**config.mk**
```make
export PLATFORM = sky130hd
export DESIGN_NAME = afifo_rd_stage_flat
export DESIGN_NICKNAME = d
export VERILOG_FILES = /design/src/rtl/afifo_rd_stage_if.sv /design/src/rtl/afifo_rd_stage.sv /design/src/flat_wrapper.sv
export SDC_FILE = /design/constraint.sdc
export NUM_CORES = 1
export LEC_CHECK = 0
export ABC_CLOCK_PERIOD_IN_PS = 1870
export BUFFER_PORTS_ARGS = -buffer_cell sky130_fd_sc_hd__buf_2
export CORE_MARGIN = 10
export CORE_UTILIZATION = 40
export DETAILED_ROUTE_END_ITERATION = 7
export GPL_TIMING_DRIVEN = 1
export PLACE_DENSITY = 0.8
export SYNTH_ARGS = -nofsm -noshare
export SYNTH_HDL_FRONTEND = slang
export SYNTH_SLANG_ARGS = --single-unit
```
**constraint.sdc**
```tcl
create_clock -name rclk -period 1.87 [get_ports rclk]
set_input_delay 0.187 -clock rclk [delete_from_list [all_inputs] [get_ports rclk]]
set_output_delay 0.187 -clock rclk [all_outputs]
set_load 0.01 [all_outputs]
```
**src/rtl/afifo_rd_stage_if.sv**
```systemverilog
// afifo_rd_stage_if
//   Valid/ready output stream of the asynchronous FIFO read stage.
//   Parameter DSIZE : word width.
//   Signals:
//     m_valid : word present on m_data (driven by the producer)
//     m_ready : consumer accepts the word this cycle
//     m_data  : output word
//   Modports: master (producer, the read stage), slave (consumer).
interface afifo_rd_stage_if #(
  parameter int DSIZE = 8
);
  logic             m_valid;
  logic             m_ready;
  logic [DSIZE-1:0] m_data;

  modport master (
    output m_valid,
    output m_data,
    input  m_ready
  );

  modport slave (
    input  m_valid,
    input  m_data,
    output m_ready
  );
endinterface

```
**src/rtl/afifo_rd_stage.sv**
```systemverilog
// afifo_rd_stage
//   Read-domain output stage of the asynchronous FIFO bridge. Pops words from
//   the FIFO memory whenever it is non-empty and the 2-entry output buffer has
//   room, and presents them in order on a valid/ready stream. Optionally
//   reports the read-side occupancy computed from the Gray pointers.
//
//   Optional feature macro: AFIFO_RD_LEVEL_EN
//     defined   : rlevel / ralmost_empty computed from rq2_wptr and rptr
//     undefined : rlevel tied to 0, ralmost_empty tied to 1
//
//   Ports:
//     rclk, rrst_n   : read clock, asynchronous active-low reset
//     rempty         : registered empty flag from the read-pointer block
//     rdata          : memory read data for the current read address
//     rptr, rq2_wptr : Gray read pointer and synchronized Gray write pointer
//     rinc           : pop request to the read-pointer block
//     m_stream       : output stream (m_valid, m_ready, m_data)
//     rlevel         : words held in FIFO memory (excludes buffered words)
//     ralmost_empty  : rlevel <= AE_THRESH
module afifo_rd_stage #(
  parameter int ADDRSIZE  = 4,
  parameter int DSIZE     = 8,
  parameter int AE_THRESH = 2
) (
  input  logic                  rclk,
  input  logic                  rrst_n,
  input  logic                  rempty,
  input  logic [DSIZE-1:0]      rdata,
  input  logic [ADDRSIZE:0]     rptr,
  input  logic [ADDRSIZE:0]     rq2_wptr,
  output logic                  rinc,
  afifo_rd_stage_if.master      m_stream,
  output logic [ADDRSIZE:0]     rlevel,
  output logic                  ralmost_empty
);

  localparam int PW = ADDRSIZE + 1;

  logic [1:0]       cnt_p0;
  logic [1:0]       cnt_nxt;
  logic             vld_p0;
  logic [DSIZE-1:0] head_p0;
  logic [DSIZE-1:0] skid_p0;
  logic [DSIZE-1:0] head_nxt;
  logic [DSIZE-1:0] skid_nxt;
  logic             pop;
  logic             deq;

  // Pop decision uses registered state only, so m_ready never reaches rinc.
  assign rinc = ~rempty & (cnt_p0 != 2'd2);
  assign pop  = rinc;
  assign deq  = vld_p0 & m_stream.m_ready;

  always_comb begin
    cnt_nxt  = cnt_p0;
    head_nxt = head_p0;
    skid_nxt = skid_p0;
    case (cnt_p0)
      2'd0: begin
        if (pop) begin
          head_nxt = rdata;
          cnt_nxt  = 2'd1;
        end
      end
      2'd1: begin
        if (pop && !deq) begin
          skid_nxt = rdata;
          cnt_nxt  = 2'd2;
        end else if (!pop && deq) begin
          cnt_nxt  = 2'd0;
        end else if (pop && deq) begin
          // Head leaves and the new word replaces it in the same cycle.
          head_nxt = rdata;
        end
      end
      2'd2: begin
        if (deq) begin
          head_nxt = skid_p0;
          cnt_nxt  = 2'd1;
        end
      end
      default: cnt_nxt = cnt_p0;
    endcase
  end

  // ---- stage p0: output buffer registers ----
  always_ff @(posedge rclk or negedge rrst_n) begin
    if (!rrst_n) begin
      cnt_p0  <= 2'd0;
      vld_p0  <= 1'b0;
      head_p0 <= '0;
      skid_p0 <= '0;
    end else begin
      cnt_p0  <= cnt_nxt;
      vld_p0  <= (cnt_nxt != 2'd0);
      head_p0 <= head_nxt;
      skid_p0 <= skid_nxt;
    end
  end

  assign m_stream.m_valid = vld_p0;
  assign m_stream.m_data  = head_p0;

`ifdef AFIFO_RD_LEVEL_EN
  localparam logic [PW-1:0] AE_T = PW'(AE_THRESH);

  function automatic logic [PW-1:0] gray2bin(input logic [PW-1:0] g);
    logic [PW-1:0] b;
    b[PW-1] = g[PW-1];
    for (int i = PW - 2; i >= 0; i--) begin
      b[i] = b[i+1] ^ g[i];
    end
    return b;
  endfunction

  logic [PW-1:0] level_nxt;
  logic          ae_nxt;
  logic [PW-1:0] level_p1;
  logic          ae_p1;

  // Modular subtraction absorbs pointer wrap; the extra MSB keeps full (2^ADDRSIZE) distinct from empty.
  always_comb begin
    level_nxt = gray2bin(rq2_wptr) - gray2bin(rptr);
    ae_nxt    = (level_nxt <= AE_T);
  end

  // ---- stage p1: level registers ----
  always_ff @(posedge rclk or negedge rrst_n) begin
    if (!rrst_n) begin
      level_p1 <= '0;
      ae_p1    <= 1'b1;
    end else begin
      level_p1 <= level_nxt;
      ae_p1    <= ae_nxt;
    end
  end

  assign rlevel        = level_p1;
  assign ralmost_empty = ae_p1;
`else
  logic unused_ptrs;
  assign unused_ptrs   = ^{rptr, rq2_wptr};
  assign rlevel        = '0;
  assign ralmost_empty = 1'b1;
`endif

endmodule
```
**src/flat_wrapper.sv**
```systemverilog
// flat-port wrapper written by rule: the top's interface ports become plain ports
module afifo_rd_stage_flat 
#(
  parameter int ADDRSIZE  = 4,
  parameter int DSIZE     = 8,
  parameter int AE_THRESH = 2
)
  (rclk, rrst_n, rempty, rdata, rptr, rq2_wptr, rinc, rlevel, ralmost_empty, m_stream_m_valid, m_stream_m_data, m_stream_m_ready);
  afifo_rd_stage_if #(.DSIZE(DSIZE)) m_stream_i ();
  input  logic rclk;
  input  logic rrst_n;
  input  logic rempty;
  input  logic [DSIZE-1:0] rdata;
  input  logic [ADDRSIZE:0] rptr;
  input  logic [ADDRSIZE:0] rq2_wptr;
  output logic rinc;
  output logic [ADDRSIZE:0] rlevel;
  output logic ralmost_empty;
  output wire logic [$bits(m_stream_i.m_valid)-1:0] m_stream_m_valid;
  output wire logic [$bits(m_stream_i.m_data)-1:0] m_stream_m_data;
  input wire logic [$bits(m_stream_i.m_ready)-1:0] m_stream_m_ready;
  assign m_stream_m_valid = m_stream_i.m_valid;
  assign m_stream_m_data = m_stream_i.m_data;
  assign m_stream_i.m_ready = m_stream_m_ready;
  afifo_rd_stage #(.ADDRSIZE(ADDRSIZE), .DSIZE(DSIZE), .AE_THRESH(AE_THRESH)) u_core (.rclk(rclk), .rrst_n(rrst_n), .rempty(rempty), .rdata(rdata), .rptr(rptr), .rq2_wptr(rq2_wptr), .rinc(rinc), .m_stream(m_stream_i), .rlevel(rlevel), .ralmost_empty(ralmost_empty));
endmodule
```
==> results_dict.tcl <==
set metrics [dict create \
    place_hpwl_um 1340 \
    path_cells "nor2b_1, buf_4, mux2_2, mux2_2" \
    cp.required_ps 2050 \
    htreeDepth 1 \
    tritoncts "yes" \
    cp-end-kind "flop" \
    pin_count 38 \
    start_kind "flop" \
    synth_top_family_by_area "multiplexers" \
    min_period_over_period 0.854 \
    grt_usage 0.0778 \
    synth_compound_area_frac 0.0442 \
    switchingPower_uw 472 \
    vias 566 \
    clkSlewWorstSetupHoldPaths_ps 100 \
    die-area_um2 4670 \
    ant_nets 0 \
    areaGrowthSynthToFinish_pct 14.1 \
    maxCapViolCount 0 \
    timing.rr.start "u_core.cnt_p0[1]" \
    routed_via_density 4.72 \
    arrival_ps 1780 \
    post-route-drc-count 0 \
    synth_fa_ha_area_frac 0 \
    grt_pass1_vias 644 \
    cp_max_fo 8 \
    critical_path.most_common_cell "mux2_2" \
    drtIter0Drc 6 \
    hp-class "input pin to flop" \
    synth_area_um2 935 \
    worst-setup-path-type "flop to flop" \
    min_period_ps 1600 \
    cts_setup_buffers 0 \
    yosysWarnings 0 \
    r2r_cells 4 \
    p_per_area_nw_per_um2 1410 \
    maxSlewViolCount 0 \
    syn_avg_cell_area_um2 13.5 \
    initial_core_util 0.423 \
    cts_sinks 19 \
    synthDistinctLibCells 15 \
    yosysSeqAreaShare 0.509 \
    pwr-share-seq 0.474 \
    status "complete, no violations" \
    antenna_found_initial 0 \
    rows 17 \
    clk_latency_ps 290 \
    swShare 0.313 \
    p_comb_frac 0.393 \
    hold_viol_final 0 \
    drt-pass1-iter-count 4 \
    total_power_uw 1510 \
    diodes 0 \
    synthCells 69 \
    p_int_uw 1040 \
    avgRoutedWirePerCell_um 14.2 \
    clockPowerShare 0.133 \
    ys_ff_latch 19 \
    drive_gt1_frac 0.576 \
    synthMuxAreaShare 0.301 \
    coreArea_um2 2210 \
    fp.dieW_um 68.3 \
    die_h_um 68.3 \
    power.leakage_uw 0.000490 \
    ctsResizeCount 0 \
    synth_xor_area_frac 0 \
    fmax_ghz 0.626 \
    setup_viol 0 \
    grt_max_degree 20 \
    cts_buffers 3 \
    grt_pass1_wl_um 2740 \
    fin_setup_tns_ps 0 \
    ctsLongestPathBuffers 2 \
    hp-start "rdata[3]" \
    grt_remaining_overflow 0 \
    worstSetupStartpoint "u_core.cnt_p0[1]" \
    cts_root_buf "clkbuf_4" \
    slowest_stage "dfrtp_1" \
    ctsHoldBuffers 1 \
    rsz0062_at_grt "false" \
    utilization 0.482 \
    portBuffers 21 \
    vdd_drop_max_v 0.000813 \
    synth-simple-area-share 0.0576 \
    fin_skew_ps 1.94 \
    gp_congestion 0.643 \
    hold_depth 2 \
    final_nets 115 \
    slowest_delay_ps 500 \
    postRouteWirelength_um 1700 \
]
-- critical path: cells and delay by family, from the launching register on --
kind | cells | cell delay [ps]
buffers and inverters | 1 | 180
flip-flops | 1 | 500
multiplexers | 2 | 600
AND/OR/NAND/NOR | 1 | 210
-- layer usage --
layer / vias to the layer above / global-route usage / wire length [um] / part of all wire
met5: - / 0 / 0 / 0
li1: 275 / - / - / -
met4: 0 / 0.0302 / 12 / 0.0071
met3: 2 / 0.0424 / 195 / 0.11
met2: 18 / 0.133 / 818 / 0.48
met1: 271 / 0.0781 / 674 / 0.40
-- cells in the mapped netlist (all sizes together) --
| library cell | number | share of area |
|---|---|---|
| mux2 | 25 | 0.30 |
| dfrtp | 19 | 0.51 |
| buf | 9 | 0.080 |
| conb | 2 | 0.0080 |
| nand2 | 2 | 0.0080 |
| nor2 | 2 | 0.0080 |
| nor2b | 2 | 0.013 |
| o21ai | 2 | 0.011 |
| a21bo | 1 | 0.011 |
| a21o | 1 | 0.0080 |
| a21oi | 1 | 0.0053 |
| and4b | 1 | 0.011 |
| nor3 | 1 | 0.017 |
| o22a | 1 | 0.0094 |
-- cells in the final DEF (no fill, tap or decap) --
cell           instances
a21oi_1                1
conb_1                 6
a21bo_2                1
a21o_1                 1
dlygate4sd3_1          1
o21ai_0                2
dfrtp_1               19
nor2b_1                2
o22a_1                 1
buf_4                  2
buf_2                 21
nor2_1                 2
and4b_1                1
clkbuf_4               3
nand2_1                2
mux2_2                25
nor3_4                 1
clkbuf_1               1
-- metrics by stage --
step / std cells / hold slack (ps) / setup WS, ps / area, um^2
6_report: 120 / 133 / 272 / 1070
3_3_place_gp: 115 / 138 / 312 / 1030
3_5_place_dp: 115 / 144 / 272 / 1030
2_1_floorplan: 73 / -109 / 445 / 950
5_1_grt: 120 / 128 / 177 / 1070
4_1_cts: 120 / 123 / 254 / 1070
-- final timing paths --
kind	end	slack, ps
setup / recovery	u_core.m_stream.m_data[7]	270
hold / removal	u_core.skid_p0[3]	130
setup reg to reg	u_core.m_stream.m_data[7]	270
hold reg to reg	u_core.m_stream.m_data[6]	510
max in group asynchronous	u_core.cnt_p0[0]	1230
min in group asynchronous	u_core.skid_p0[0]	350
-- final cells by class --
class	instances	area, um^2
multi-input cells	45	399
flip-flops and latches	19	475
fillers	214	1150
repair buffers	24	130
clock buffers	4	26.3
well taps	28	35.0
-- power by group through the flow --
stage	Sequential, uW	Clock, uW	Combinational (uW)
4_1_cts	718	213	609
2_1_floorplan	739	0	421
6_report	714	201	592
3_5_place_dp	727	0	607
5_1_grt	747	221	662
3_3_place_gp	710	0	589
-- kinds of logic (layout without fill, tap and decap cells) --
kind of cell,count (synthesis),count (layout)
other cells,2,6
simple gates,8,8
buf+inv,9,28
mux,25,25
compound gates,6,6
flops,19,19
-- sequential cells by signal (all words and copies together) (netlist names) --
signal,count
u_core.m_stream.m_data,8
u_core.skid_p0,8
u_core.cnt_p0,2
u_core.m_stream.m_valid,1
(Power assumes the default switching activity.)
